===== src/rtl/jt12_timer_status.sv =====
// FM status sources: timer A/B overflow flags, write-busy flag and registered active-low IRQ.
// Timer A also emits a one-clk overflow pulse for CSM key-on.
module jt12_timer_status #(
  parameter int BUSY_CYCLES = 32,
  parameter int TB_PRESCALE = 16
) (
  input  logic       clk,
  input  logic       rst_n,
  input  logic       cen,
  input  logic       zero,
  input  logic       write,
  input  logic [9:0] value_A,
  input  logic [7:0] value_B,
  input  logic       load_A,
  input  logic       load_B,
  input  logic       en_irq_A,
  input  logic       en_irq_B,
  input  logic       clr_flag_A,
  input  logic       clr_flag_B,
  output logic       flag_A,
  output logic       flag_B,
  output logic       overflow_A,
  output logic       busy,
  output logic       irq_n
);

  localparam int PW = (TB_PRESCALE > 1) ? $clog2(TB_PRESCALE) : 1;
  localparam logic [PW-1:0] PRE_LAST = PW'(TB_PRESCALE - 1);
  localparam logic [7:0]    BUSY_RELOAD = 8'(BUSY_CYCLES);

  logic          r_load_A_q;
  logic          r_load_B_q;
  logic [9:0]    r_cnt_A;
  logic [7:0]    r_cnt_B;
  logic [PW-1:0] r_pre;
  logic [7:0]    r_busy_cnt;
  logic          r_busy;
  logic          r_flag_A;
  logic          r_flag_B;
  logic          r_ovf_A;
  logic          r_irq_n;

  logic w_start_A;
  logic w_start_B;
  logic w_tick_A;
  logic w_tick_B;
  logic w_ovf_A;
  logic w_pre_wrap;
  logic w_ovf_B;

  // A rising load edge reloads the counter and swallows a coincident zero tick.
  assign w_start_A  = load_A & ~r_load_A_q;
  assign w_start_B  = load_B & ~r_load_B_q;
  assign w_tick_A   = load_A & zero & ~w_start_A;
  assign w_tick_B   = load_B & zero & ~w_start_B;
  assign w_ovf_A    = w_tick_A & (r_cnt_A == 10'h3ff);
  assign w_pre_wrap = w_tick_B & (r_pre == PRE_LAST);
  assign w_ovf_B    = w_pre_wrap & (r_cnt_B == 8'hff);

  always_ff @(posedge clk or negedge rst_n) begin
    if (!rst_n) begin
      r_load_A_q <= 1'b0;
      r_cnt_A    <= 10'd0;
      r_ovf_A    <= 1'b0;
    end else begin
      r_load_A_q <= load_A;
      r_ovf_A    <= w_ovf_A;
      if (w_start_A || w_ovf_A) begin
        r_cnt_A <= value_A;
      end else if (w_tick_A) begin
        r_cnt_A <= r_cnt_A + 10'd1;
      end
    end
  end

  always_ff @(posedge clk or negedge rst_n) begin
    if (!rst_n) begin
      r_load_B_q <= 1'b0;
      r_cnt_B    <= 8'd0;
      r_pre      <= '0;
    end else begin
      r_load_B_q <= load_B;
      if (w_start_B) begin
        r_cnt_B <= value_B;
        r_pre   <= '0;
      end else if (w_tick_B) begin
        r_pre <= w_pre_wrap ? '0 : r_pre + PW'(1);
        if (w_ovf_B) begin
          r_cnt_B <= value_B;
        end else if (w_pre_wrap) begin
          r_cnt_B <= r_cnt_B + 8'd1;
        end
      end
    end
  end

  // Set beats clear when both land on the same clk.
  always_ff @(posedge clk or negedge rst_n) begin
    if (!rst_n) begin
      r_flag_A <= 1'b0;
      r_flag_B <= 1'b0;
      r_irq_n  <= 1'b1;
    end else begin
      if (w_ovf_A && en_irq_A) begin
        r_flag_A <= 1'b1;
      end else if (clr_flag_A) begin
        r_flag_A <= 1'b0;
      end
      if (w_ovf_B && en_irq_B) begin
        r_flag_B <= 1'b1;
      end else if (clr_flag_B) begin
        r_flag_B <= 1'b0;
      end
      r_irq_n <= ~(r_flag_A | r_flag_B);
    end
  end

  // Busy drops on the first cen cycle after the count has reached zero; a write always reloads.
  always_ff @(posedge clk or negedge rst_n) begin
    if (!rst_n) begin
      r_busy     <= 1'b0;
      r_busy_cnt <= 8'd0;
    end else if (write) begin
      r_busy     <= 1'b1;
      r_busy_cnt <= BUSY_RELOAD;
    end else if (r_busy && cen) begin
      if (r_busy_cnt == 8'd0) begin
        r_busy <= 1'b0;
      end else begin
        r_busy_cnt <= r_busy_cnt - 8'd1;
      end
    end
  end

  assign flag_A     = r_flag_A;
  assign flag_B     = r_flag_B;
  assign overflow_A = r_ovf_A;
  assign busy       = r_busy;
  assign irq_n      = r_irq_n;

endmodule

===== config.mk =====
export PLATFORM = sky130hd
export DESIGN_NAME = jt12_timer_status
export DESIGN_NICKNAME = d
export VERILOG_FILES = /design/src/rtl/jt12_timer_status.sv
export SDC_FILE = /design/constraint.sdc
export NUM_CORES = 1
export LEC_CHECK = 0
export CAP_MARGIN = 5
export CORE_MARGIN = 2
export CORE_UTILIZATION = 31
export DETAILED_ROUTE_END_ITERATION = 8
export DONT_BUFFER_PORTS = 1
export PLACE_DENSITY = 0.55
export SYNTH_ARGS = -nofsm -noshare
export SYNTH_HDL_FRONTEND = slang
export SYNTH_SLANG_ARGS = --single-unit

===== constraint.sdc =====
create_clock -name clk -period 1.6 [get_ports clk]
set_clock_uncertainty 0.05 [all_clocks]
set_input_delay 0.32 -clock clk [delete_from_list [all_inputs] [get_ports clk]]
set_output_delay 0.32 -clock clk [all_outputs]
set_load 0.03 [all_outputs]

; Yosys cells after proc, flatten, opt, wreduce, memory -nomap -nowiden
; Index checks and enable logic that the tools add are counted.
[op_classes]
mux = 19
reduce_logical = 15
n_eq_ne = 4
n_bitwise = 15
add_sub_neg = 4
[op_table]
columns = operator, count
row1 = 8-bit 2-to-1 mux, 7
row2 = 10-bit 2-to-1 mux, 2
row3 = 4-bit 2-to-1 mux, 3
row4 = 2-bit nonzero test, 6
row5 = "10-bit by 1-bit adder with 10-bit output, second input constant", 1
row6 = "10-bit equality test, second input constant", 1
row7 = 1-bit bitwise AND, 9
row8 = "8-bit by 1-bit adder with 8-bit output, second input constant", 1
row9 = "8-bit equality test, second input constant", 1
row10 = 8-bit logical NOT, 1
row11 = "8-bit by 1-bit subtractor with 8-bit output, second input constant", 1
row12 = 1-bit 2-to-1 mux, 7
row13 = 2-bit AND reduction, 3
row14 = 1-bit NOT, 5
row15 = "4-bit by 1-bit adder with 4-bit output, second input constant", 1
row16 = "4-bit equality test, second input constant", 1
row17 = 1-bit logical AND, 3
row18 = 3-bit nonzero test, 1
row19 = "2-bit inequality test, second input constant", 1
row20 = 1-bit logical OR, 1
row21 = 1-bit OR, 1
[word_totals]
inputBits = 29
register_bits = 37
output_inout_bits = 5

; Longest topological paths before layout
[logic_depth]
depth_word = 9
depth_mapped = 7

; Worst setup path after synthesis
; No wires, ideal clock.
[synth_timing]
path_type = register to register
startpoint = reg r_busy, in the netlist busy
endpoint = reg r_busy_cnt[7]
setup_ns = 0.078
path_buffers = 0
arrival_time_ns = 1.645
stages_incl_launch_ff = 5
setup_slack_ns = -0.173
cell_sequence = dfrtp_1 nand2_1 or4_4 or4_1 a21oi_1
[synth_between]
elab_chain_len = 3
[synth_rtl]
columns = item, line
row1 = from (decl), 37  ; logic r_busy;
row2 = from (signal assigned), 121  ; r_busy <= 1'b0;
row3 = from (signal assigned), 124  ; r_busy <= 1'b1;
row4 = from (signal assigned), 128  ; r_busy <= 1'b0;
row5 = 1-bit logical AND, 126  ; end else if (r_busy && cen) begin
row6 = 2-bit nonzero test (no line), --
row7 = 2-bit AND reduction (no line), --
row8 = to (signal assigned), 130  ; r_busy_cnt <= r_busy_cnt - 8'd1;
row9 = to (decl), 36  ; logic [7:0] r_busy_cnt;
; Every way passes these cells.
; A chain may end at the register's enable or synchronous reset.

; Worst setup path after layout
[layout_timing]
startpoint = reg r_busy_cnt[2]
endpoint = reg r_busy_cnt[7]
[layout_between]
elab_chain_len = 4
elab_cells_between_ends = 7
[layout_rtl]
columns = item, line
row1 = 8-bit by 1-bit subtractor with 8-bit output, 130
row2 = 8-bit 2-to-1 mux, 127  ; if (r_busy_cnt == 8'd0) begin
row3 = 8-bit 2-to-1 mux, 126
row4 = 8-bit 2-to-1 mux, 123  ; end else if (write) begin
; Several ways; a longest one is shown, not always the timed one. The select of a mux whose other input is x is not followed.

==> impl_metrics.toml <==
[finish]
final_cell_mix = "dfrtp_1, buf_4, nand2_1"
drive_above_1_share_pct = 31.1
regArea_um2 = 928
syn_to_final_growth_pct = 33.3
layout_commonest_cell = "dfrtp_1"
num_antenna_cells = 0
multi_input_area_um2 = 1100
final_net_count = 286
num-fill-cells = 625

[critical_path]
max_stage_delay_ns = 0.55
startpoint_type = "flip-flop"
end_kind = "flip-flop"
slowest_stage = "or4_4"
crit_chain = "or4_4 -> or4_1 -> a21oi_2"
timing.critical_path.buf_inv = 0
required_ns = 1.78
critPathTopFamily = "simple AND/OR/NAND/NOR gates"
critPathMaxFanout = 3
worst_ep_arrival_time_ns = 1.85
path_class = "flip-flop to flip-flop"

[logic_synthesis]
postSynthAreaPerCell_um2 = 9.37
synth_seq_cells = 37
synth_cells = 210
ys_types = 43
synth_warnings = 0
synth_area_um2 = 1970
syn_nets = 243
synth-seq-area-share_pct = 47.1

[routing]
num_vias = 1654
avgRoutedWirePerCell_um = 13.7
drt_iter0_markers = 69
antenna_left = 0
routed_wl_um = 4550
drtPass1Iterations = 4
viasPerCell = 5.00
drc = 0

[timing]
clock.fmax_mhz = 597
finalSetupViolations = 10
tightest_slew_ns = 0.396
hold_viol = 0
final_max_slew_viol_count = 0
post-route-period-util_pct = 105
rsz0062_at_grt = "yes"
slew_headroom_pct = 73.6
layout_setup_ws_ns = -0.0746
period_minus_slack_ns = 1.67
whs_ns = 0.0204

[cts]
clockBufferDepth = 2
cts_tree = "built"
cts.htree.levels = 2
numCtsBuffers = 5
clock-sinks = 37
path_clk_slew_ns = 0.08
clock_latency_ns = 0.29
clockRootBuffer = "clkbuf_8"

[pwr]
pwr-share-seq_pct = 40.9
powerDensity_nw_per_um2 = 1110
leakagePower_nw = 1.09
net-switching-power_mw = 0.874
p_int_mw = 2.04
fin_total_pwr_mw = 2.91
pwr-share-comb_pct = 30.1
max-vdd-ir-drop_v = 0.000381
power_frac_clock_pct = 29.0
switching_share_pct = 30.0

[status]
status = "finished with violations"
failed_checks = "setup timing"

[placement]
hpwl_um = 3200
finalWeightedCongestion = 0.780
portBuffers = 0
pre_cts_ws_ns = -0.0848

[global_routing]
grt_max_degree = 38
first_global_vias = 1680
grt_first_pass_wirelength_um = 7850
grt_overflow = 0
antenna_found_initial = 0
gr-usage-all-layers_pct = 13.8

[die]
start_util_pct = 31.5
ios = 34
core_um2 = 6240
die_area_um2 = 7000
die_w_um = 83.7
die_height_um = 83.7
std_cell_rows = 29

[min_path]
hp-class = "primary input to flip-flop"

[flow_run]
cap_violations = 0
==> through the flow <==
stage	cells	cell area (um2)	TNS, ns	util [%]
after global routing	331	2620	-1.42	42.0
final	331	2620	-0.423	42.0
after floorplan	210	1990	-0.282	-
after global placement	313	2280	-0.281	36.5
after detailed placement	313	2280	-0.487	36.5
after CTS	329	2510	-0.376	40.2
==> layer usage <==
metal	wire, um	track usage, %
met2	2210	20.9
met5	0	0
met3	240	3.26
met4	80	5.57
met1	2010	19.1
==> flip-flops by register name, summed over array words and instances, names as in the netlist <==
name / flops
r_load_A_q: 1
r_pre: 4
overflow_A: 1
r_cnt_A: 10
r_cnt_B: 8
busy: 1
flag_B: 1
r_load_B_q: 1
irq_n: 1
r_busy_cnt: 8
flag_A: 1
==> what timing repair did <==
item                                   in CTS  in global routing
buffers inserted                            4                  2
gates resized for setup                     8                 22
pin swaps                                   7                  7
hold buffers                                4                  0
endpoints found under the hold margin      39                  0
setup endpoints to repair                  13                 25
==> power groups by stage <==
stage | combinational (mW) | clock (mW) | sequential (mW)
floorplan | 0.434 | 0 | 1.23
global placement | 0.708 | 0 | 1.20
detailed placement | 0.727 | 0 | 1.20
CTS | 0.804 | 0.864 | 1.19
global route | 0.986 | 0.919 | 1.21
finish | 0.877 | 0.846 | 1.19
==> cell type report <==
type	count	area share, %
Multi-Input combinational cell	157	41.9
Sequential cell	37	35.4
Timing Repair Buffer	41	13.1
Tap cell	77	3.67
Clock buffer	7	3.29
Inverter	11	1.57
Clock inverter	1	1.14
==> cell usage after synthesis, drive strengths merged <==
cell type	count	area [um2]
a2111oi	1	15.0
a211oi	1	12.5
a21o	2	15.0
a21oi	13	65.1
a2bb2oi	1	8.76
a41oi	1	8.76
and3	5	31.3
and4	3	26.3
buf	4	27.5
clkbuf	1	3.75
dfrtp	36	901
dfstp	1	26.3
ha	4	50.1
inv	11	41.3
mux2i	6	60.1
nand2	26	97.6
nand2b	2	12.5
nand3	13	70.1
nand4	4	25.0
nor2	21	81.3
nor2b	1	6.26
nor3	2	10.0
nor3b	1	7.51
nor4	2	12.5
nor4b	1	15.0
o211ai	1	7.51
o21a	2	15.0
o21ai	20	100
o22ai	3	18.8
o311ai	1	8.76
o31ai	2	28.8
or3	1	6.26
or4	3	30.0
xnor2	9	78.8
xor2	5	43.8
==> worst paths after layout <==
path,start,to,slack [ns],cells past startpoint
min in group asynchronous,rst_n,r_cnt_B[4],0.43,2
setup reg to reg,r_busy_cnt[2],r_busy_cnt[7],-0.07,3
setup / recovery,r_busy_cnt[2],r_busy_cnt[7],-0.07,3
hold / removal,write,r_busy_cnt[7],0.02,1
hold reg to reg,r_pre[3],r_pre[3],0.51,2
max in group asynchronous,rst_n,irq_n,0.82,2
==> logic make-up after synthesis <==
| group | Yosys count | share of synthesized area (%) |
|---|---|---|
| and+or+nand+nor | 85 | 21.9 |
| AOI/OAI and AO/OA | 48 | 15.4 |
| DFF | 37 | 47.1 |
| buffers and inverters | 16 | 3.69 |
| xor gates and xnor gates | 14 | 6.23 |
| muxes | 6 | 3.05 |
| adders and majority gates | 4 | 2.54 |
Note: power is estimated with default switching activity, not from simulation.
